--- src/rtl/rsa_pkg.sv ---
// Shared definitions for the RSA message block packer: buffer sizing,
// key/length widths and the packer state encoding.
package rsa_pkg;

  // Bit buffer holds one partial block (up to 30 bits) plus one more byte,
  // rounded up: 8 + 31 + 1.
  localparam int BUF_W = 40;

  // Modulus width and the width needed to hold its bit length (0..32).
  localparam int KEY_W = 32;
  localparam int LEN_W = 6;

  typedef enum logic [2:0] {
    S_IDLE    = 3'd0,
    S_MEASURE = 3'd1,
    S_RUN     = 3'd2,
    S_OUT     = 3'd3,
    S_ERR     = 3'd4
  } state_e;

endpackage

--- src/rtl/bit_len_meter.sv ---
// Measures the bit length of a value by shifting it right one bit per
// cycle until it reaches zero. done is high for the single cycle in which
// the shift register is empty; len then holds the bit length and keeps it
// until the next load.
module bit_len_meter
  import rsa_pkg::*;
(
  input  logic             clk,
  input  logic             rst,
  input  logic             load,
  input  logic [KEY_W-1:0] value,
  output logic [LEN_W-1:0] len,
  output logic             done
);

  logic [KEY_W-1:0] sh_q, sh_d;
  logic [LEN_W-1:0] len_q, len_d;
  logic             act_q, act_d;

  // Next-state: load restarts the measurement, otherwise shift and count.
  always_comb begin
    // NOTE: every output of a combinational block gets a default first, so
    // no path leaves it unassigned and no latch is inferred.
    sh_d  = sh_q;
    len_d = len_q;
    act_d = act_q;
    if (load) begin
      sh_d  = value;
      len_d = '0;
      act_d = 1'b1;
    end else if (act_q) begin
      if (sh_q != '0) begin
        sh_d  = sh_q >> 1;
        len_d = len_q + LEN_W'(1);
      end else begin
        act_d = 1'b0;
      end
    end
  end

  // State registers with synchronous reset.
  always_ff @(posedge clk) begin
    // NOTE: non-blocking assignments here, so every register samples the
    // values from before the edge regardless of statement order.
    if (rst) begin
      sh_q  <= '0;
      len_q <= '0;
      act_q <= 1'b0;
    end else begin
      sh_q  <= sh_d;
      len_q <= len_d;
      act_q <= act_d;
    end
  end

  assign len  = len_q;
  assign done = act_q && (sh_q == '0);

endmodule

--- src/rtl/block_packer.sv ---
// Packs a byte stream into right-aligned W-bit message blocks for an RSA
// crypter, where W is one less than the bit length of the modulus so every
// block is numerically below it. Bits are buffered MSB-first, left-aligned
// in a shift register, so the oldest W bits are always the top W bits and
// zero padding of a final partial block falls out for free.
module block_packer #(
  parameter int BUF_W = rsa_pkg::BUF_W
) (
  input  logic        clk,
  input  logic        rst,
  input  logic        start,
  input  logic [31:0] n_key,
  input  logic [7:0]  byte_in,
  input  logic        byte_valid,
  input  logic        flush,
  input  logic        block_ready,
  output logic        block_valid,
  output logic [31:0] block_out,
  output logic        busy,
  output logic        key_err,
  output logic        ovf
);

  import rsa_pkg::state_e;
  import rsa_pkg::S_IDLE;
  import rsa_pkg::S_MEASURE;
  import rsa_pkg::S_RUN;
  import rsa_pkg::S_OUT;
  import rsa_pkg::S_ERR;
  import rsa_pkg::LEN_W;

  localparam int CNT_W = $clog2(BUF_W + 1);

  state_e           state_q, state_d;
  logic [BUF_W-1:0] buf_q, buf_d;
  logic [CNT_W-1:0] cnt_q, cnt_d;
  logic             pend_q, pend_d;
  logic             ovf_q, ovf_d;
  logic [31:0]      blk_q, blk_d;

  logic [LEN_W-1:0] key_len;
  logic             len_done;
  logic [CNT_W-1:0] w;
  logic [BUF_W-1:0] byte_ext;
  logic [BUF_W-1:0] buf_w;
  logic [CNT_W-1:0] cnt_w;
  logic             emit;

  bit_len_meter u_meter (
    .clk   (clk),
    .rst   (rst),
    .load  (start),
    .value (n_key),
    .len   (key_len),
    .done  (len_done)
  );

  // Block width; only meaningful once measurement has produced L >= 2.
  assign w        = CNT_W'(key_len) - CNT_W'(1);
  assign byte_ext = {byte_in, {(BUF_W - 8){1'b0}}};

  // Next-state: FSM transitions, block extraction, byte append, flags.
  always_comb begin
    state_d = state_q;
    buf_d   = buf_q;
    cnt_d   = cnt_q;
    pend_d  = pend_q;
    ovf_d   = ovf_q;
    blk_d   = blk_q;
    buf_w   = buf_q;
    cnt_w   = cnt_q;
    emit    = 1'b0;

    if (start) begin
      // Abort everything, including a held block and a coincident byte.
      state_d = S_MEASURE;
      buf_d   = '0;
      cnt_d   = '0;
      pend_d  = 1'b0;
      ovf_d   = 1'b0;
      blk_d   = '0;
    end else begin
      case (state_q)
        S_IDLE, S_ERR: begin
          if (byte_valid) ovf_d = 1'b1;
        end

        S_MEASURE: begin
          if (byte_valid) ovf_d = 1'b1;
          if (len_done) state_d = (key_len >= LEN_W'(2)) ? S_RUN : S_ERR;
        end

        S_RUN, S_OUT: begin
          // A full block wins over a pending flush; the flush then catches
          // whatever partial block remains on a later pass through RUN.
          if (state_q == S_RUN) begin
            if (cnt_q >= w) begin
              emit = 1'b1;
            end else if (pend_q) begin
              pend_d = 1'b0;
              emit   = (cnt_q != '0);
            end
          end

          if (emit) begin
            blk_d   = 32'(buf_q >> (CNT_W'(BUF_W) - w));
            buf_w   = buf_q << w;
            cnt_w   = (cnt_q >= w) ? (cnt_q - w) : '0;
            state_d = S_OUT;
          end else if ((state_q == S_OUT) && block_ready) begin
            state_d = S_RUN;
          end

          // The new byte lands behind whatever survives this cycle's
          // extraction; room is judged on the occupancy before it.
          if (byte_valid) begin
            if (int'(cnt_q) + 8 <= BUF_W) begin
              buf_w = buf_w | (byte_ext >> cnt_w);
              cnt_w = cnt_w + CNT_W'(8);
            end else begin
              ovf_d = 1'b1;
            end
          end

          if (flush) pend_d = 1'b1;

          buf_d = buf_w;
          cnt_d = cnt_w;
        end

        default: state_d = S_IDLE;
      endcase
    end
  end

  // State registers; reset wins over start and every other input.
  always_ff @(posedge clk) begin
    if (rst) begin
      state_q <= S_IDLE;
      // NOTE: the bit buffer is reset too; it is a single register, not a
      // RAM, and its zero fill is what pads a flushed partial block.
      buf_q   <= '0;
      cnt_q   <= '0;
      pend_q  <= 1'b0;
      ovf_q   <= 1'b0;
      blk_q   <= '0;
    end else begin
      state_q <= state_d;
      buf_q   <= buf_d;
      cnt_q   <= cnt_d;
      pend_q  <= pend_d;
      ovf_q   <= ovf_d;
      blk_q   <= blk_d;
    end
  end

  assign block_valid = (state_q == S_OUT);
  assign block_out   = blk_q;
  assign busy        = (state_q == S_MEASURE);
  assign key_err     = (state_q == S_ERR);
  assign ovf         = ovf_q;

endmodule

--- config.mk ---
export PLATFORM = sky130hd
export DESIGN_NAME = block_packer
export DESIGN_NICKNAME = d
export VERILOG_FILES = /design/src/rtl/rsa_pkg.sv /design/src/rtl/bit_len_meter.sv /design/src/rtl/block_packer.sv
export SDC_FILE = /design/constraint.sdc
export NUM_CORES = 1
export LEC_CHECK = 0
export ABC_AREA = 0
export CAP_MARGIN = 5
export CORE_MARGIN = 1
export CORE_UTILIZATION = 46
export DETAILED_ROUTE_END_ITERATION = 16
export GPL_ROUTABILITY_DRIVEN = 1
export PLACE_DENSITY = 0.78
export SLEW_MARGIN = 40
export SYNTH_ARGS = -nofsm -noshare
export SYNTH_HDL_FRONTEND = slang
export SYNTH_HIERARCHICAL = 1
export SYNTH_SLANG_ARGS = --single-unit
--- constraint.sdc ---
create_clock -name clk -period 4.4 [get_ports clk]
set_input_delay 0.66 -clock clk [delete_from_list [all_inputs] [get_ports clk]]
set_output_delay 0.66 -clock clk [all_outputs]
set_load 0.05 [all_outputs]
==> impl_results.md <==
- Outcome: completed
- Synth Area in Simple Gates: 22.70%
- Final GP Congestion: 0.9703
- Synth async-reset ratio: 0%
- Synthesized area: about 11,000 um2
- Number of synthesized flops with an enable pin: 0
- Routed len/inst: 21.33 um
- Fill cells: between 2,000 and 2,500
- Post-layout util: 54.99%
- Worst Hold Class: flip-flop to flip-flop
- Initial Util: 47.29%
- Synthesized instance count: ~1,500
- Chip Width: approximately 160 um
- Synth Flop Type: dfxtp_1
- First drt pass iteration count: 6
- Area Growth Syn to Fin: 16.28%
- Vias per cell: 6.711
- CTS tree: built
- Netlist cell types: 86
- Setup TNS: 0 ns
- Synthesis warning total: 6
- Sinks on Clock Net: 122
- Final Hold Viols: 0
- Antenna Nets Post-Route: 0
- Period minus WS final: 4.171 ns
- Commonest non-fill, non-tap cell in the layout: nand2_1
- Xor/xnor share of the synthesized area: under 10%
- Max Clock Freq: 0.2398 GHz
- Pin count of the biggest net entering global routing: 97
- Placed cells: 1,778
- Worst Max-Slew Pin Slew: 0.8310 ns
- Register area: 2446 um2
- Power Density: 250.0 nW/um2
- Setup Viol. Count Final: 0
- Post-Synth Adder-Cell Area: between 1 and 1.5%
- Antenna cells: 0
- Non-Filler Instances: 1,811
- Synth Area in Compound Gates: 30.30%
- Vias in the first global route: 11,181
- Reg-to-Reg Start: u_meter/len[0]
- Initial DRC count: 1,568
- Worst hold start: block_out[9]
- Port buffer count: 81
- Cell taking the most area after synthesis: dfxtp_1
- Worst EP required: 4.75 ns
- Initial antenna violation count: 0
- Top cells by area, synth: dfxtp_1 (22%), mux4_2 (8.5%), mux2i_1 (6.7%)
- Register-to-register setup slack: around 0.23 ns
- I/O pin total: 82
- Peak supply drop: 273.5 uV
- Syn nets: about 1,500
- Row count: 56
- Total CTS buffers: 17
- WP data arrival: between 4 and 5 ns
- Die H: 157.8 um
- Maxcap violations: 0
- Core Region: 23,610 um2
- Hold path cells: 2
- Bufs on Longest Clock Path: 2
- Clk_skew: 0.01516 ns
- Yosys reg bits: 122
- Crit path capture type: flip-flop
- DR vias: 12,153
- Clock H-tree levels: 4
- Combinational family with the most area after synthesis: compound AO/OA/AOI/OAI gates
- DRC: 0
- Startpoint Class: flip-flop
- Multiplexer share of the synthesized area: 16.61%
- Mean Syn Cell Area: 7.628 um2
- Hold buffer count at cts: 0
- Die area: around 25,000 um2
- Clk slew on worst S/H paths: 0.07 ns
- Total GRT Usage: 31.36%
- Max-slew headroom at the worst pin: 44.01%
- Crit share post-route: 94.79%
- DP Wirelength: 27.56 mm
- Grt total ovfl: 0
- Peak fanout along the critical path: 6
- Root buf cell: clkbuf_16
- WL final: 38.64 mm
- Most frequent cells in the layout: nand2_1 (187), nor2_1 (158), dfxtp_1 (121)
- Worst R2R Path Depth: 16
- Area occupied by multi-input gates: ~8300 um2
- R2r endpoint: buf_q[37]
- Clk_lat worst skew: 0.43 ns
- Crit Path Class: flip-flop to flip-flop
- Layout cells sized above 1: between 10% and 20%
- Sequential share of the synthesized area: 21.87%
- Synth top area share: 21.87%
- Final Max Slew Viols: 0
- Leakage power: ~4.4 nW
- Net count, final: 1,536
- First-pass GRT wire length: around 61 mm
- Worst Hold End: block_out[9]
- Unrepaired setup endpoints after global routing: false
[worst max-delay path, cell delays in order, from the launching register on]
cell and delay, ns:
dfxtp_4 0.34, inv_1 0.12, ha_4 0.18, xor2_4 0.16, clkinv_2 0.07, ha_1 0.36, a21oi_1 0.14, a211oi_2 0.28
o2111ai_1 0.19, o22ai_1 0.38, o21ai_0 0.19, a21oi_1 0.49, buf_4 0.25, nand2_1 0.09, a21oi_1 0.51, o211ai_1 0.17
a21oi_1 0.18
[per-stage QoR]
step | hold slack, ns | instance area, um2 | power (W) | setup slack (ns)
2_1_floorplan | 0.4551 | 11200 | 0.001623 | 0.02187
3_3_place_gp | 0.4536 | 12300 | 0.001801 | 0.3926
3_5_place_dp | 0.4532 | 12320 | 0.001811 | 0.2818
4_1_cts | 0.4682 | 12920 | 0.003231 | 0.2905
5_1_grt | 0.4992 | 12990 | 0.003349 | 0.03000
6_report | 0.4721 | 12990 | 0.003246 | 0.2292
[worst max path at each step]
stage	from	endpoint	slack, ns	cells after the start
5_1_grt	u_meter/len[0]	buf_q[39]	0.03	15
2_1_floorplan	u_meter/len[0]	buf_q[0]	0.02	19
6_report	u_meter/len[0]	buf_q[37]	0.23	16
3_3_place_gp	u_meter/len[0]	buf_q[25]	0.39	15
3_5_place_dp	u_meter/len[0]	buf_q[25]	0.28	15
4_1_cts	u_meter/len[0]	buf_q[25]	0.29	15
[logic make-up (layout without fill, tap and decap cells)]
family                     count (synthesis)  after routing
and+or+nand+nor                          556            556
adders and majority gates                 13             13
AOI/OAI and AO/OA                        474            474
DFF                                      122            122
xor gates and xnor gates                  16             16
muxes                                    131            131
buffers and inverters                    152            180
[area by class of cell]
type                       instances  share of cell area (%)
clock inverter                    13                   1.012
tap                              319                   3.074
multi-input combinational       1190                   63.65
timing repair buffer             132                   9.376
inverter                          16                  0.4722
sequential                       122                   18.84
clock buffer                      19                   3.575
[flip-flops by register name (all words and copies together), names as in the netlist]
name / cells
u_meter/act_q: 1
block_out: 32
pend_q: 1
u_meter/sh_q: 32
state_q: 3
ovf: 1
buf_q: 40
u_meter/len: 6
cnt_q: 6
[cell usage after synthesis, types with 11 or more instances]
cell type,n
a211oi_1,28
buf_1,22
nand2_1,187
nor4_1,14
o21ai_0,100
or3_1,13
a211oi_2,29
mux4_2,42
o2bb2ai_1,30
a31oi_1,18
nor3_1,50
mux2i_1,75
dfxtp_1,122
buf_2,11
a21oi_1,121
clkbuf_1,97
a221oi_1,13
o211ai_1,24
xnor2_1,12
and3_1,14
nand3_1,54
nor2_1,162
inv_1,15
nand4_1,14
mux2_2,14
[routing by layer]
metal | up-vias | part of all wire (%) | track usage [%]
li1 | 5565 | - | -
met3 | 133 | 9.8 | 6.515
met5 | - | 0 | 0
met2 | 715 | 46 | 49.36
met4 | 0 | 3.6 | 12.71
met1 | 5740 | 41 | 41.66
[where the power goes]
group	leakage (nW)	total (W)	switching (W)	internal, W
clock network	0.294	0.00143	0.000594	0.000841
registers	0.992	0.00117	0.0000340	0.00113
logic	3.14	0.000642	0.000402	0.000241
[repair_timing]
action / 4_1_cts / 5_1_grt
gates resized for setup: 0 / 4
buffers inserted: 0 / 0
setup endpoints to repair: 0 / 7
Note: power is estimated with default switching activity, not from simulation.
